--- src/rtl/mem_access_pkg.sv ---
// mem_access_pkg: shared encodings for the MEM-stage load/store sequencer.
//   size_e   : request size field (byte/half/word/reserved)
//   state_e  : sequencer state encoding
//   RW_READ/RW_WRITE : polarity of the RAM ReadWrite strobe
//   size_to_bytes    : number of byte beats for a size (0 for reserved)
package mem_access_pkg;

  typedef enum logic [1:0] {
    SZ_BYTE = 2'b00,
    SZ_HALF = 2'b01,
    SZ_WORD = 2'b10,
    SZ_RSVD = 2'b11
  } size_e;

  typedef enum logic [1:0] {
    S_IDLE  = 2'd0,
    S_ISSUE = 2'd1,
    S_WAIT  = 2'd2,
    S_RESP  = 2'd3
  } state_e;

  localparam logic RW_READ  = 1'b1;
  localparam logic RW_WRITE = 1'b0;

  function automatic logic [2:0] size_to_bytes(input logic [1:0] size);
    case (size)
      SZ_BYTE: size_to_bytes = 3'd1;
      SZ_HALF: size_to_bytes = 3'd2;
      SZ_WORD: size_to_bytes = 3'd4;
      default: size_to_bytes = 3'd0;
    endcase
  endfunction

endpackage

--- src/rtl/mem_access_ctrl_extend.sv ---
// mem_load_extend: combinational sign/zero extension of an assembled
// N-byte load value held in the low N bytes of data_i.
//   data_i   : assembly register (low N bytes valid)
//   size_i   : request size (byte/half/word)
//   signed_i : 1 = sign-extend, 0 = zero-extend
//   data_o   : 32-bit extended result
module mem_load_extend
  import mem_access_pkg::*;
(
  input  logic [31:0] data_i,
  input  logic [1:0]  size_i,
  input  logic        signed_i,
  output logic [31:0] data_o
);

  always_comb begin
    data_o = data_i;
    case (size_i)
      SZ_BYTE: data_o = {{24{signed_i & data_i[7]}}, data_i[7:0]};
      SZ_HALF: data_o = {{16{signed_i & data_i[15]}}, data_i[15:0]};
      default: data_o = data_i;
    endcase
  end

endmodule

--- src/rtl/mem_access_ctrl.sv ---
// mem_access_ctrl: MEM-stage load/store sequencer in front of a 256x8 data RAM.
// Splits byte/half/word requests into single-byte RAM beats (big-endian: the
// most significant byte goes to the lowest address), assembles and extends
// load data, and returns one response per request.
//   clk, rst_n                 : clock, asynchronous active-low reset
//   req_valid/req_ready        : request handshake (ready only in IDLE)
//   req_write/size/signed/addr/wdata : request fields
//   rsp_valid/rsp_ready        : response handshake (held until taken)
//   rsp_rdata/rsp_err          : extended load data / error flag
//   ram_en/rw/addr/din/dout    : byte RAM port (ram_rw 1 = read)
// Build option: define MEM_ACCESS_MISALIGN_EN to allow misaligned half/word
// accesses (sequenced byte-by-byte with address wrap).
module mem_access_ctrl
  import mem_access_pkg::*;
#(
  parameter int ADDR_W = 8,
  parameter int RD_LAT = 1
) (
  input  logic              clk,
  input  logic              rst_n,
  input  logic              req_valid,
  output logic              req_ready,
  input  logic              req_write,
  input  logic [1:0]        req_size,
  input  logic              req_signed,
  input  logic [31:0]       req_addr,
  input  logic [31:0]       req_wdata,
  output logic              rsp_valid,
  input  logic              rsp_ready,
  output logic [31:0]       rsp_rdata,
  output logic              rsp_err,
  output logic              ram_en,
  output logic              ram_rw,
  output logic [ADDR_W-1:0] ram_addr,
  output logic [7:0]        ram_din,
  input  logic [7:0]        ram_dout
);

  state_e              state_q;
  logic                req_ready_q, rsp_valid_q, rsp_err_q;
  logic [31:0]         rsp_rdata_q;
  logic                ram_en_q, ram_rw_q;
  logic [ADDR_W-1:0]   ram_addr_q;
  logic [7:0]          ram_din_q;

  logic                write_q, signed_q;
  logic [1:0]          size_q;
  logic [ADDR_W-1:0]   addr_q;
  logic [31:0]         wdata_q;
  logic [2:0]          nbytes_q;
  logic [1:0]          beat_q;
  logic [2:0]          wait_q;
  logic [31:0]         asm_q, asm_d;
  logic [31:0]         ext_data;

  // Upper address bits are outside the RAM and intentionally ignored.
  logic unused_addr_bits;
  assign unused_addr_bits = ^req_addr[31:ADDR_W];

  logic [2:0] req_n;
  logic [1:0] idx_first, idx_cur, idx_nx, beat_nx;
  logic       req_err, last_beat, wait_done;

  assign req_n     = size_to_bytes(req_size);
  assign idx_first = 2'(req_n - 3'd1);
  assign beat_nx   = beat_q + 2'd1;
  // Byte lane within the N-byte value: beat 0 carries the top byte.
  assign idx_cur   = 2'(nbytes_q - 3'd1 - {1'b0, beat_q});
  assign idx_nx    = 2'(nbytes_q - 3'd1 - {1'b0, beat_nx});
  assign last_beat = ({1'b0, beat_q} == (nbytes_q - 3'd1));
  assign wait_done = (wait_q == 3'(RD_LAT - 1));

`ifdef MEM_ACCESS_MISALIGN_EN
  assign req_err = (req_size == SZ_RSVD);
`else
  assign req_err = (req_size == SZ_RSVD) ||
                   ((req_size == SZ_HALF) && req_addr[0]) ||
                   ((req_size == SZ_WORD) && (req_addr[1:0] != 2'b00));
`endif

  // Assembly value including the byte captured this cycle, so the extended
  // result can be registered on the same edge that enters RESP.
  always_comb begin
    asm_d = asm_q;
    if (state_q == S_WAIT && wait_done)
      asm_d[{idx_cur, 3'b000} +: 8] = ram_dout;
  end

  mem_load_extend u_extend (
    .data_i   (asm_d),
    .size_i   (size_q),
    .signed_i (signed_q),
    .data_o   (ext_data)
  );

  always_ff @(posedge clk or negedge rst_n) begin
    if (!rst_n) begin
      state_q     <= S_IDLE;
      req_ready_q <= 1'b1;
      rsp_valid_q <= 1'b0;
      rsp_err_q   <= 1'b0;
      rsp_rdata_q <= '0;
      ram_en_q    <= 1'b0;
      ram_rw_q    <= RW_READ;
      ram_addr_q  <= '0;
      ram_din_q   <= '0;
      write_q     <= 1'b0;
      signed_q    <= 1'b0;
      size_q      <= SZ_BYTE;
      addr_q      <= '0;
      wdata_q     <= '0;
      nbytes_q    <= '0;
      beat_q      <= '0;
      wait_q      <= '0;
      asm_q       <= '0;
    end else begin
      case (state_q)
        S_IDLE: begin
          if (req_valid && req_ready_q) begin
            write_q     <= req_write;
            signed_q    <= req_signed;
            size_q      <= req_size;
            addr_q      <= req_addr[ADDR_W-1:0];
            wdata_q     <= req_wdata;
            nbytes_q    <= req_n;
            beat_q      <= '0;
            wait_q      <= '0;
            asm_q       <= '0;
            req_ready_q <= 1'b0;
            if (req_err) begin
              // Error path goes straight to RESP without touching the RAM.
              state_q     <= S_RESP;
              rsp_valid_q <= 1'b1;
              rsp_err_q   <= 1'b1;
              rsp_rdata_q <= '0;
            end else begin
              state_q    <= S_ISSUE;
              ram_en_q   <= 1'b1;
              ram_rw_q   <= ~req_write;
              ram_addr_q <= req_addr[ADDR_W-1:0];
              ram_din_q  <= req_wdata[{idx_first, 3'b000} +: 8];
            end
          end
        end
        S_ISSUE: begin
          ram_en_q <= 1'b0;
          if (!write_q) begin
            state_q <= S_WAIT;
            wait_q  <= '0;
          end else if (last_beat) begin
            state_q     <= S_RESP;
            rsp_valid_q <= 1'b1;
            rsp_err_q   <= 1'b0;
            rsp_rdata_q <= '0;
          end else begin
            beat_q     <= beat_nx;
            ram_en_q   <= 1'b1;
            ram_addr_q <= addr_q + ADDR_W'(beat_nx);
            ram_din_q  <= wdata_q[{idx_nx, 3'b000} +: 8];
          end
        end
        S_WAIT: begin
          if (wait_done) begin
            asm_q <= asm_d;
            if (last_beat) begin
              state_q     <= S_RESP;
              rsp_valid_q <= 1'b1;
              rsp_err_q   <= 1'b0;
              rsp_rdata_q <= ext_data;
            end else begin
              state_q    <= S_ISSUE;
              beat_q     <= beat_nx;
              ram_en_q   <= 1'b1;
              ram_addr_q <= addr_q + ADDR_W'(beat_nx);
            end
          end else begin
            wait_q <= wait_q + 3'd1;
          end
        end
        S_RESP: begin
          if (rsp_ready) begin
            state_q     <= S_IDLE;
            rsp_valid_q <= 1'b0;
            rsp_err_q   <= 1'b0;
            rsp_rdata_q <= '0;
            req_ready_q <= 1'b1;
          end
        end
        default: state_q <= S_IDLE;
      endcase
    end
  end

  assign req_ready = req_ready_q;
  assign rsp_valid = rsp_valid_q;
  assign rsp_rdata = rsp_rdata_q;
  assign rsp_err   = rsp_err_q;
  assign ram_en    = ram_en_q;
  assign ram_rw    = ram_rw_q;
  assign ram_addr  = ram_addr_q;
  assign ram_din   = ram_din_q;

endmodule
--- config.mk ---
export PLATFORM = sky130hd
export DESIGN_NAME = mem_access_ctrl
export DESIGN_NICKNAME = d
export VERILOG_FILES = /design/src/rtl/mem_access_pkg.sv /design/src/rtl/mem_access_ctrl_extend.sv /design/src/rtl/mem_access_ctrl.sv
export SDC_FILE = /design/constraint.sdc
export NUM_CORES = 1
export LEC_CHECK = 0
export ABC_CLOCK_PERIOD_IN_PS = 3200
export CORE_MARGIN = 5
export CORE_UTILIZATION = 48
export DETAILED_ROUTE_END_ITERATION = 10
export PLACE_DENSITY = 0.77
export SLEW_MARGIN = 0
export SYNTH_ARGS = -nofsm -noshare
export SYNTH_HDL_FRONTEND = slang
export SYNTH_HIERARCHICAL = 1
export SYNTH_SLANG_ARGS = --single-unit
--- constraint.sdc ---
create_clock -name clk -period 3.2 [get_ports clk]
set_input_delay 0.64 -clock clk [delete_from_list [all_inputs] [get_ports clk]]
set_output_delay 0.64 -clock clk [all_outputs]
set_load 0.005 [all_outputs]
==> out/results.ini <==
[layout]
register_area_sq_mm = 0.00348
nFillCells = 1312
layout_commonest_cell = dfrtp_1
nets = 922
multi_input_area_sq_mm = 0.00365
insertedDiodeCount = 0
syn_to_final_growth_pct = 24.5
final_cell_mix = dfrtp_1, nand2_1, clkdlybuf4s50_1
drive_above_1_share = 0.182

[timing]
layout_setup_ws_ns = 0.287
slew_viol_final = 0
final.min_clock_period_ns = 2.91
skew_ns = 0.00924
setup_viol = 0
fin_crit_sh = 0.910
fin_hold_ws_ns = 0.240
slew_headroom = 0.296
hold_viol_final = 0
worst_slew_pin_slew_ns = 1.05
rsz0062_at_grt = false
finalSetupTns_ns = 0
fmax_ghz = 0.343

[routing]
via_per_inst = 5.33
vias = 5626
drt-pass1-iter-count = 5
remaining_drc_errors = 0
antenna_left = 0
wirelength_mm = 17.5
wl_per_cell_um = 16.6
drt_iter0_drc = 382

[power_and_ir_drop]
power_density_mw_per_mm2 = 996
max-vdd-ir-drop_mv = 0.689
finalPower_mw = 9.46
combPwrFrac = 0.495
p_int_mw = 5.87
switching_share = 0.379
p_switching_mw = 3.58
power.share.clock = 0.212
power_frac_seq = 0.293
power_leakage_nw = 4.23

[synthesis]
synth.cell_area_sq_mm = 0.00762
synth_area_per_cell_sq_um = 10.5
yosysSeqAreaShare = 0.457
async_flop_share = 1.00
ys_seq_elements = 139
yosys_most_used_dff = dfrtp_1
synth-edff-count = 0
syn-num-nets = 824
ys_warn_count = 6
ys_types = 67
syn_inst = 729

[setup_path]
critPathLaunchType = flop
r2r-start = nbytes_q[0]
slowest_stage = o21ai_0
critical_path_class = reg2reg
cp_num_buf_inv = 2
reg2reg_to = rsp_rdata[16]
crit_arrival_ns = 3.26
max_stage_delay_ns = 0.40
startpoint = nbytes_q[0]
cp_top_family = adder cells
crit_required_ns = 3.54
regToRegSetupSlack_ns = 0.29
endpoint_kind = flop
critPathMaxFanout = 11
crit_chain = inv_1, ha_1, xor2_1, xnor2_1, ha_1, and2_1, nand2_1, o21ai_0, mux2i_4, buf_4, o21ai_1, nand2_1, mux2i_1
reg2regPathDepth = 13

[clocking]
clock-sinks = 139
cts_buffer_depth = 2
clk_pin_slew_worst_paths_ns = 0.06
ctsHoldBuffers = 0
h-tree-depth = 4
root_buffer = clkbuf_16
clk-insertion-delay-late_ns = 0.43
post_cts_buffers = 0
ctsResizeCount = 0
cts_tree = yes
cts_buffers = 17

[job]
maxCapViolCount = 0

[global_routing]
grt_pass1_vias = 5911
top_usage_layer = met2
gr-usage-met1 = 0.260
overflow = 0
antenna_found_initial = 0
grt_first_pass_wirelength_mm = 29.7
met2_usage = 0.327
grt_max_degree = 72
grt_use_total = 0.201
gr-usage-met3 = 0.0666

[placement]
gp_congestion = 0.818
portBuffers = 108
post-place-ws_ns = 0.268
hpwl_mm = 12.2

[floorplan]
die_width_um = 136
die_h_um = 136
core-area_sq_mm = 0.0157
initial_core_util = 0.485
rows = 46
pin_count = 133
dieArea_sq_mm = 0.0185

[worst_hold_path]
worstHoldPathType = in2async

[run_status]
outcome = completed

[area by class of cell]
class | count | share of cell area
Tap cell | 216 | 0.0285
Timing Repair Buffer | 126 | 0.131
Clock buffer | 22 | 0.0521
Multi-Input combinational cell | 479 | 0.385
Inverter | 64 | 0.0253
Sequential cell | 139 | 0.367
Clock inverter | 10 | 0.0119
[worst max path at each step]
stage / endpoint / slack (ns) / cells after the start
global route: rsp_rdata[20] / 0.01 / 13
CTS: rsp_rdata[18] / 0.24 / 13
global placement: rsp_rdata[16] / 0.34 / 13
finish: rsp_rdata[16] / 0.29 / 13
floorplan: rsp_rdata[16] / 0.07 / 15
detailed placement: rsp_rdata[16] / 0.27 / 13
[sequential cells by signal, indices dropped and copies added, names as in the netlist, 3 cells and up]
name,cells
addr_q,8
wait_q,3
ram_addr,8
rsp_rdata,32
ram_din,8
nbytes_q,3
wdata_q,32
asm_q,32
[cells in the mapped netlist, drive strengths merged, types with 2 or more instances]
cell type    n  area share
a211o        2      0.0023
a21boi       2      0.0025
a21o         4      0.0039
a21oi        8      0.0053
a221o        8       0.012
a22o        26       0.030
a31oi        4      0.0033
and2         2      0.0016
and3         2      0.0016
buf         29       0.025
clkbuf      18      0.0090
dfrtp      137        0.45
dfstp        2      0.0069
ha          14       0.023
inv         63       0.031
mux2        73        0.11
mux2i       42       0.057
mux4         8       0.027
nand2      124       0.061
nand2b       6      0.0059
nand3        7      0.0053
nand4        2      0.0016
nor2        10      0.0049
nor2b       12      0.0098
nor3         4      0.0033
nor4         3      0.0041
o211a        8       0.011
o211ai       2      0.0026
o21ai       74       0.051
or3          5      0.0041
xnor2        6      0.0079
xor2         4      0.0046
[stage by stage]
step                      cells  utilization  cell area [sq um]
final                      1056        0.604               9490
after global routing       1056        0.604               9490
after CTS                  1056        0.604               9490
after detailed placement   1024        0.565               8880
after global placement     1024        0.565               8880
after floorplan             729            -               7620
[cell families (layout without fill, tap and decap cells)]
kind of cell / after synthesis / in the layout / share of synthesized area
mux: 123 / 123 / 0.192
compound gates: 146 / 146 / 0.134
buf+inv: 111 / 222 / 0.0660
fa+ha+maj: 15 / 15 / 0.0256
xor+xnor: 10 / 10 / 0.0125
simple gates: 185 / 185 / 0.113
flops: 139 / 139 / 0.457
[power by group through the flow]
stage / registers (mW) / logic (mW) / clock network [mW]
after detailed placement: 2.79 / 4.69 / 0
after global placement: 2.76 / 4.58 / 0
after CTS: 2.77 / 4.73 / 2.03
after floorplan: 2.65 / 3.46 / 0
final: 2.77 / 4.68 / 2.00
after global routing: 2.85 / 5.15 / 2.12
[layer usage]
layer	vias up	wire, um	share of wire
met4	0	179	0.010
met1	2758	7690	0.44
met2	141	8400	0.48
met5	-	0	0
met3	13	1240	0.071
li1	2714	-	-
Note: power is estimated with default switching activity, not from simulation.
==> RTL change (same flow settings) <==
Change the parameter `ADDR_W` from 8 to 7.
--- a/src/rtl/mem_access_ctrl.sv
+++ b/src/rtl/mem_access_ctrl.sv
@@ -15,3 +15,3 @@
 #(
-  parameter int ADDR_W = 8,
+  parameter int ADDR_W = 7,
   parameter int RD_LAT = 1
Interface: changed (resized ram_addr); port bits go from 133 to 132. The function was not compared with the original's and may differ.
==> RTL change against the unedited design <==
  * Design area is 2.5% lower
  * Wire length is 5.7% higher
  * Power is 0.29% lower
  * Non-clock buffer count stayed put
  * Area after synthesis is 2.3% lower
  * Highest routed layer unchanged
  * Setup slack worse by 0.019 ns
  * Sequential cell count is 2 lower
  * Maximum frequency is 0.66% lower
  * Clock skew is 0.0012 ns lower
==> RTL change: results (changes against the unedited design) <==
| Metric | Value |
|---|---|
| Int Pwr | 5.75 mW (-2.2%) |
| Adder-Cell Fraction of Synth Area | 2.62% (+0.061 points) |
| Synth unique cells | 60 (-10%) |
| Routed wire length | 18500 um (+5.7%) |
| Max FO, Critical Path | 16 (+5) |
| Placed instance area | 8650 sq um (-2.6%) |
| HPWL after detailed placement | 13000 um (+6.3%) |
| Leak | 4.12 nW (-2.8%) |
| Share of cells above drive strength 1 | 17.4% (-0.83 points) |
| XOR/XNOR share of the synthesized area | 1.06% (-0.19 points) |
| GPL Wtd Cong | 0.888 (+8.5%) |
| CTS H-tree lvls | 4 (unchanged) |
| Delay-heaviest family, CP | multiplexers |
| CP Data Arrival Time | 3.23 ns (-0.03 ns) |
| Clock network power | around 2 mW |
| Met1 Use GR | 26.8% (+0.74 points) |
| Fin cells | 1005 (-4.8%) |
| Most frequent cells after synthesis | dfrtp_1, nand2_1, o21ai_0 |
| R2R depth | 12 (-1) |
| Dpl cells | 973 (-5.0%) |
| Comb pwr share | 49.8% (+0.3 points) |
| Met2 Wirelength | 9300 um (+11%) |
| Peak supply drop | 0.683 mV (-0.91%) |
| Worst Skew | 0.00803 ns (-0.00121 ns) |
| Fill cells | 1237 (-5.7%) |
| Sequential share of the synthesized area | 46.1% (+0.42 points) |
| Total track usage | 21.0% (+0.87 points) |
| CTS Buffer Depth | 2 (unchanged) |
| Avg Cell Area, Syn | 10.5 sq um (+0.57%) |
| GRT met3 Usage | 4.96% (-1.7 points) |
| Root buffer cell | clkbuf_16 |
| Setup Buffers After CTS | 0 (unchanged) |
| Nets | 899 (-2.5%) |
| Multiplexer area fraction after synthesis | 17.7% (-1.4 points) |
| WL met1 | 7850 um (+2.1%) |
| P_comb | around 4.7 mW |
| Complex-gate fraction of the synthesized area | 15.4% (+2.0 points) |
| Area contributors post-synth | dfrtp_1, mux2_2, nand2_1 |
| First-pass GRT wire length | 30300 um (+1.9%) |
| DR iter-0 viols | 375 (-1.8%) |
| WL met3 | 1110 um (-10%) |
| Vias in the first global route | 6000 (+1.5%) |
| Cts bufs inserted | 17 (unchanged) |
| Worst-path cell with the longest stage delay | mux2i_4 |
| Worst-margin pin slew | 1.24 ns (+0.196 ns) |
| Largest net degree at the start of global routing | 71 (-1.4%) |
| Dpl ws | 0.165 ns (-0.102 ns) |
| WHS | 0.224 ns (-0.0158 ns) |
| Vias | 5678 (+0.92%) |
| Max Freq | 0.341 GHz (-0.66%) |
| # diodes | 0 (unchanged) |
| Syn Nets | 803 (-2.5%) |
| Sequential cell area | 3430 sq um (-1.4%) |
| RR Endpoint | rsp_rdata[25]$_DFFE_PN0P_ |
| Max_cap viols | 0 (unchanged) |
| Met2 Usage GRT | 35.5% (+2.8 points) |
| Number of I/O port buffers | 106 (-1.9%) |
| Status | finished, final reports clean |
| # resized after CTS | 0 (unchanged) |
| Delay of the slowest critical-path stage | 0.48 ns (+0.08 ns) |
RTL change: changes by cell type after synthesis, moves of 4 or more:
| cell | unedited run | this run |
|---|---|---|
| nand2_1 | 123 | 114 |
| a221o_1 | 1 | 8 |
| mux4_2 | 1 | 8 |
| clkbuf_1 | 17 | 21 |
| inv_1 | 63 | 51 |
| a22o_1 | 26 | 34 |
| buf_1 | 7 | 1 |
| mux2_2 | 73 | 62 |
| o31ai_1 | 1 | 8 |
| buf_4 | 8 | 12 |
| mux4_1 | 7 | 0 |
| a221o_2 | 7 | 0 |
RTL change: final cells by class:
cell class	count	share of cell area (%)
multi-input combinational	470	38.4
sequential	137	37.1
timing repair buffer	126	13.4
clock buffer	21	5.19
tap	188	2.54
inverter	52	2.11
clock inverter	11	1.28
